[src/rtl/avg_group_scheduler_if.sv]
// Control/status bundle between the averaging scheduler and its surroundings.
//   master : the scheduler (drives requests, acc_en, group/frame status, UserOutput)
//   slave  : control registers + accumulator/DRAM engines (drive start/abort, frame
//            pulses and the clear/readout acknowledges)
interface avg_group_scheduler_if #(
  parameter int unsigned GRP_W = 3,
  parameter int unsigned FRM_W = 10
);
  logic             start;
  logic             abort;
  logic             sof;
  logic             eof;
  logic             dram_clr_req;
  logic             dram_clr_ack;
  logic             acc_en;
  logic             rd_req;
  logic             rd_ack;
  logic [GRP_W-1:0] group_idx;
  logic [FRM_W-1:0] frame_cnt;
  logic             busy;
  logic             done;
  logic [1:0]       UserOutput;

  modport master (
    input  start, abort, sof, eof, dram_clr_ack, rd_ack,
    output dram_clr_req, acc_en, rd_req, group_idx, frame_cnt, busy, done, UserOutput
  );

  modport slave (
    output start, abort, sof, eof, dram_clr_ack, rd_ack,
    input  dram_clr_req, acc_en, rd_req, group_idx, frame_cnt, busy, done, UserOutput
  );
endinterface

[src/rtl/avg_group_scheduler.sv]
// Sequencer for the multi-group sample-averaging run. Per group: clear the DRAM
// accumulation buffer, wait for a frame start, gate the accumulator for
// FRAMES_PER_GROUP frames, then request the averaged readout.
// Ports:
//   clk      system clock
//   aresetn  asynchronous active-low reset
//   bus      avg_group_scheduler_if.master: start/abort, sof/eof, clear and readout
//            handshakes, acc_en, group_idx, frame_cnt, busy, done, UserOutput
// All outputs are decoded from registered state, so reset forces them low at once.
module avg_group_scheduler #(
  parameter int unsigned NUM_GROUPS       = 8,
  parameter int unsigned FRAMES_PER_GROUP = 1000,
  parameter int unsigned GRP_W            = 3,
  parameter int unsigned FRM_W            = 10
) (
  input logic                   clk,
  input logic                   aresetn,
  avg_group_scheduler_if.master bus
);

  localparam logic [GRP_W-1:0] LastGroup = GRP_W'(NUM_GROUPS - 1);
  localparam logic [FRM_W-1:0] LastFrame = FRM_W'(FRAMES_PER_GROUP - 1);

  typedef enum logic [2:0] {
    StIdle,
    StClr,
    StWaitSof,
    StAcc,
    StRead,
    StDone
  } state_e;

  state_e           state_q, state_d;
  logic [GRP_W-1:0] group_q, group_d;
  logic [FRM_W-1:0] frame_q, frame_d;

  always_ff @(posedge clk or negedge aresetn) begin
    if (!aresetn) begin
      state_q <= StIdle;
      group_q <= '0;
      frame_q <= '0;
    end else begin
      state_q <= state_d;
      group_q <= group_d;
      frame_q <= frame_d;
    end
  end

  always_comb begin
    state_d = state_q;
    group_d = group_q;
    frame_d = frame_q;
    if (bus.abort) begin
      state_d = StIdle;
      group_d = '0;
      frame_d = '0;
    end else begin
      unique case (state_q)
        StIdle, StDone: begin
          if (bus.start) begin
            state_d = StClr;
            group_d = '0;
            frame_d = '0;
          end
        end
        StClr: begin
          if (bus.dram_clr_ack) state_d = StWaitSof;
        end
        // Any eof seen here belongs to a partial frame and is dropped.
        StWaitSof: begin
          if (bus.sof) state_d = StAcc;
        end
        // eof wins over a coincident sof; sof is meaningless once aligned.
        StAcc: begin
          if (bus.eof) begin
            frame_d = frame_q + FRM_W'(1);
            if (frame_q == LastFrame) state_d = StRead;
          end
        end
        StRead: begin
          if (bus.rd_ack) begin
            if (group_q == LastGroup) begin
              state_d = StDone;
            end else begin
              state_d = StClr;
              group_d = group_q + GRP_W'(1);
              frame_d = '0;
            end
          end
        end
        default: state_d = StIdle;
      endcase
    end
  end

  always_comb begin
    bus.dram_clr_req = 1'b0;
    bus.acc_en       = 1'b0;
    bus.rd_req       = 1'b0;
    bus.busy         = 1'b0;
    bus.done         = 1'b0;
    bus.UserOutput   = 2'b00;
    unique case (state_q)
      StIdle: ;
      StClr: begin
        bus.dram_clr_req = 1'b1;
        bus.busy         = 1'b1;
        bus.UserOutput   = 2'b10;
      end
      StWaitSof: begin
        bus.busy       = 1'b1;
        bus.UserOutput = 2'b10;
      end
      StAcc: begin
        bus.acc_en     = 1'b1;
        bus.busy       = 1'b1;
        bus.UserOutput = 2'b01;
      end
      StRead: begin
        bus.rd_req     = 1'b1;
        bus.busy       = 1'b1;
        bus.UserOutput = 2'b10;
      end
      StDone: begin
        bus.done       = 1'b1;
        bus.UserOutput = 2'b11;
      end
      default: ;
    endcase
  end

  assign bus.group_idx = group_q;
  assign bus.frame_cnt = frame_q;

endmodule

[src/flat_wrapper.sv]
// flat-port wrapper written by rule: the top's interface ports become plain ports
module avg_group_scheduler_flat 
#(
  parameter int unsigned NUM_GROUPS       = 8,
  parameter int unsigned FRAMES_PER_GROUP = 1000,
  parameter int unsigned GRP_W            = 3,
  parameter int unsigned FRM_W            = 10
)
  (clk, aresetn, bus_start, bus_abort, bus_sof, bus_eof, bus_dram_clr_ack, bus_rd_ack, bus_dram_clr_req, bus_acc_en, bus_rd_req, bus_group_idx, bus_frame_cnt, bus_busy, bus_done, bus_UserOutput);
  avg_group_scheduler_if #(.GRP_W(GRP_W), .FRM_W(FRM_W)) bus_i ();
  input logic clk;
  input logic aresetn;
  input wire logic [$bits(bus_i.start)-1:0] bus_start;
  input wire logic [$bits(bus_i.abort)-1:0] bus_abort;
  input wire logic [$bits(bus_i.sof)-1:0] bus_sof;
  input wire logic [$bits(bus_i.eof)-1:0] bus_eof;
  input wire logic [$bits(bus_i.dram_clr_ack)-1:0] bus_dram_clr_ack;
  input wire logic [$bits(bus_i.rd_ack)-1:0] bus_rd_ack;
  output wire logic [$bits(bus_i.dram_clr_req)-1:0] bus_dram_clr_req;
  output wire logic [$bits(bus_i.acc_en)-1:0] bus_acc_en;
  output wire logic [$bits(bus_i.rd_req)-1:0] bus_rd_req;
  output wire logic [$bits(bus_i.group_idx)-1:0] bus_group_idx;
  output wire logic [$bits(bus_i.frame_cnt)-1:0] bus_frame_cnt;
  output wire logic [$bits(bus_i.busy)-1:0] bus_busy;
  output wire logic [$bits(bus_i.done)-1:0] bus_done;
  output wire logic [$bits(bus_i.UserOutput)-1:0] bus_UserOutput;
  assign bus_i.start = bus_start;
  assign bus_i.abort = bus_abort;
  assign bus_i.sof = bus_sof;
  assign bus_i.eof = bus_eof;
  assign bus_i.dram_clr_ack = bus_dram_clr_ack;
  assign bus_i.rd_ack = bus_rd_ack;
  assign bus_dram_clr_req = bus_i.dram_clr_req;
  assign bus_acc_en = bus_i.acc_en;
  assign bus_rd_req = bus_i.rd_req;
  assign bus_group_idx = bus_i.group_idx;
  assign bus_frame_cnt = bus_i.frame_cnt;
  assign bus_busy = bus_i.busy;
  assign bus_done = bus_i.done;
  assign bus_UserOutput = bus_i.UserOutput;
  avg_group_scheduler #(.NUM_GROUPS(NUM_GROUPS), .FRAMES_PER_GROUP(FRAMES_PER_GROUP), .GRP_W(GRP_W), .FRM_W(FRM_W)) u_core (.clk(clk), .aresetn(aresetn), .bus(bus_i));
endmodule
[config.mk]
export PLATFORM = sky130hd
export DESIGN_NAME = avg_group_scheduler_flat
export DESIGN_NICKNAME = d
export VERILOG_FILES = /design/src/rtl/avg_group_scheduler_if.sv /design/src/rtl/avg_group_scheduler.sv /design/src/flat_wrapper.sv
export SDC_FILE = /design/constraint.sdc
export NUM_CORES = 1
export LEC_CHECK = 0
export ABC_AREA = 1
export ABC_CLOCK_PERIOD_IN_PS = 2690
export BUFFER_PORTS_ARGS = -buffer_cell sky130_fd_sc_hd__clkbuf_2
export CAP_MARGIN = 20
export CELL_PAD_IN_SITES_DETAIL_PLACEMENT = 0
export CELL_PAD_IN_SITES_GLOBAL_PLACEMENT = 1
export CORE_MARGIN = 3
export CORE_UTILIZATION = 40
export CTS_CLUSTER_DIAMETER = 50
export DETAILED_ROUTE_END_ITERATION = 7
export PLACE_DENSITY_LB_ADDON = 0.15
export SLEW_MARGIN = 10
export SYNTH_ARGS = -nofsm -noshare
export SYNTH_HDL_FRONTEND = slang
export SYNTH_SLANG_ARGS = --single-unit
export TNS_END_PERCENT = 20
[constraint.sdc]
create_clock -name clk -period 2.69 [get_ports clk]
set_clock_uncertainty 0.15 [all_clocks]
set_input_delay 0.4035 -clock clk [delete_from_list [all_inputs] [get_ports clk]]
set_output_delay 0.4035 -clock clk [all_outputs]
set_load 0.02 [all_outputs]
==> summary.txt <==
Status
  – Status: complete, no violations

Floorplanning
  – Die Ht: 62.3 um
  – Num rows: 19
  – IO Pins: 28
  – Die width: around 62 um
  – Core area: roughly 2900 um^2
  – Die footprint: about 3900 um^2
  – Starting Density: 44.0%

Timing
  – Max-slew headroom: around three quarters
  – Setup TNS Final: 0 ps
  – Final min period: ~2100 ps
  – Hold WS: 392 ps
  – RSZ-0062 raised after global routing: false
  – Max Clk Rate: about 480 MHz
  – Slew Viols, Final: 0
  – Final worst slack: roughly 620 ps
  – Hold Fails Final Rpt: 0
  – Final period util: approximately three quarters
  – Final setup vio count: 0
  – Worst slew pin tran: about 400 ps

Yosys
  – Syn Std Cell Area: approximately 1300 um^2
  – Synth warn: 0
  – Synthesized instance count: roughly 190
  – Syn Area/Cell: ~6.7 um^2
  – Post-synth cell types: 25
  – Synth Register Bits: 16
  – Seq/Total Area, Yosys: between 30% and 40%
  – Syn_nets: 200

Clocking
  – CTS tree: yes
  – Htree depth: 1
  – Inserted Clock Buffers: 3
  – Clk Latency, worst-skew pair: between 200 and 300 ps
  – Post-CTS sizing: 0
  – CTS max path bufs: 2
  – Worst-path clk slew: about 100 ps
  – CTS sink count: 16
  – CTS root buf: clkbuf_4

GRT
  – Initial antenna violation count: 0
  – First-pass GRT wire length: 5.31 mm
  – Largest net degree at the start of global routing: 17
  – Total grt overflow: 0
  – Gr usage total: ~16%
  – Vias in the first global route: between 1k and 1.5k

Power
  – Leak: about 0.0008 uW
  – Worst-case vdd ir drop: around 0.26 mV
  – Pwr dens: 629 nW/um^2

Finish
  – Fillers: slightly above 300
  – Post-route cell area: 1470 um^2
  – Layout area overhead: 15.8%
  – Antenna fix cells: 0
  – Fraction of layout cells with a size suffix above 1: a little over a fifth
  – Fin nets: 229

Critical path
  – Reg2Reg Launch Point: u_core.bus.group_idx[0]$_DFFE_PN0P_
  – Critical path arrival: 1520 ps
  – Reg2reg end: u_core.bus.frame_cnt[4]$_DFFE_PN0P_
  – Setup Crit Path Kind: reg2out
  – Critical-path maximum fanout: 8
  – Crit end category: output pin
  – Crit. Startpoint: u_core.state_q[1]$_DFFE_PN0P_
  – Worst Reg-to-Reg Cells: 7
  – Setup crit start kind: flip-flop
  – Reg2reg setup slack: a little over 800 ps
  – WP data required: about 2100 ps

Worst hold path
  – Worst Hold End: u_core.bus.group_idx[1]$_DFFE_PN0P_
  – Hold/Removal Path Class: reg2reg
  – Min-delay src: u_core.bus.group_idx[1]$_DFFE_PN0P_
  – Hold Path Stages: 2

Detailed routing
  – Met1 Wirelength: roughly 1.5 mm
  – Met2 wire length: 1.25 mm
  – DR vias: about 1.3k
  – WL met3: roughly 170 um
  – Max Used Layer: met4
  – First DRT Iteration DRCs: 100
  – Final Routed Wirelength: roughly 3.0 mm
  – Remaining antenna violation count: 0
  – DRC viols: 0
  – Wire length per cell: 11.5 um
  – Vias per inst: ~5
  – Drt pass-1 iters: 4

Placement
  – Number of buffers added on ports: 27
  – Placed wire-length estimate: approximately 2.4 mm
  – GPL Wtd Cong: approximately 0.80
  – Pre-CTS setup slack: around 680 ps
  – Dpl cell area: around 1400 um^2

Flow run
  – Maxcap violations: 0
## worst max path at each step
stage                                               end  cells after the start
floorplan                             bus_UserOutput[1]                      4
finish                                         bus_busy                      6
detailed placement  u_core.bus.frame_cnt[4]$_DFFE_PN0P_                      7
global route                          bus_UserOutput[1]                      7
CTS                                   bus_UserOutput[1]                      5
global placement    u_core.bus.frame_cnt[2]$_DFFE_PN0P_                      7
## per-stage QoR
stage          power, uW  cells  utilization (%)
5_1_grt             1010    259             51.0
6_report             923    259             51.0
3_3_place_gp         761    254             49.4
3_5_place_dp         765    254             49.4
4_1_cts              931    259             51.0
2_1_floorplan        678    189                -
## cell usage after synthesis
cell,instances,area share (%)
nand2_1,56,17
buf_6,2,1.8
ha_1,3,3.0
nand3_1,19,7.5
dfrtp_1,16,32
inv_1,20,5.9
o21ai_0,12,4.7
nand4_1,6,3.0
nand3b_1,2,1.2
clkbuf_1,1,0.30
nor4_1,1,0.49
nand2_4,2,1.8
nand3_2,1,0.79
o21bai_1,1,0.59
nand3_4,2,2.8
xor2_1,1,0.69
nor2_1,28,8.3
nand2_2,3,1.5
nor2_4,3,2.7
a21oi_1,2,0.79
o21ai_2,2,1.4
nor3_1,2,0.79
inv_2,2,0.59
inv_6,1,0.69
buf_4,1,0.59
## area by class of cell
class	instances	area, um^2	area share [%]
Inverter	23	91.3	6.23
Timing Repair Buffer	28	145	9.90
Multi-Input combinational cell	146	741	50.5
Tap cell	42	52.6	3.58
Sequential cell	16	400	27.3
Clock buffer	4	36.3	2.47
## layer usage
layer | track usage [%] | vias to the layer above
li1 | - | 668
met1 | 24.6 | 563
met2 | 24.6 | 36
met3 | 2.34 | 2
met4 | 3.31 | 0
met5 | 0 | -
## cell families after synthesis
kind of cell | synth area share, %
AOI/OAI and AO/OA | 7.51
and+or+nand+nor | 47.3
adders and majority gates | 2.96
xor gates and xnor gates | 0.692
DFF | 31.6
buffers and inverters | 9.88
## sequential cells by signal, summed over array words and instances (netlist names)
name	flops
u_core.state_q	3
u_core.bus.group_idx	3
u_core.bus.frame_cnt	10
## cells in the final DEF (no fill, tap or decap), types with 2 or more instances in the layout
cell type,instances
a21oi_1,2
clkbuf_2,27
clkbuf_4,3
dfrtp_1,16
ha_1,3
inv_1,20
inv_2,2
nand2_1,56
nand2_2,3
nand2_4,2
nand3_1,19
nand3_4,2
nand3b_1,2
nand4_1,6
nor2_1,28
nor2_4,3
nor3_1,2
o21ai_0,12
o21ai_2,2
## critical path, stage by stage, from the launching register on
cell	delay [ps]
dfrtp_1	580
inv_1	170
nand2_1	140
nand2_1	60
inv_1	60
nand3_1	60
clkbuf_2	160
## repair_timing
action / CTS / global route
endpoints found under the setup margin: 0 / 0
hold buffers: 1 / 0
endpoints found under the hold margin: 16 / 0
setup buffers: 0 / 0
## where the power goes
group	switching, uW	internal (uW)	total [uW]
clock network	79.3	82.3	162
logic	320	131	452
registers	50.8	259	310
No activity file was read; power rests on OpenSTA's default activity.
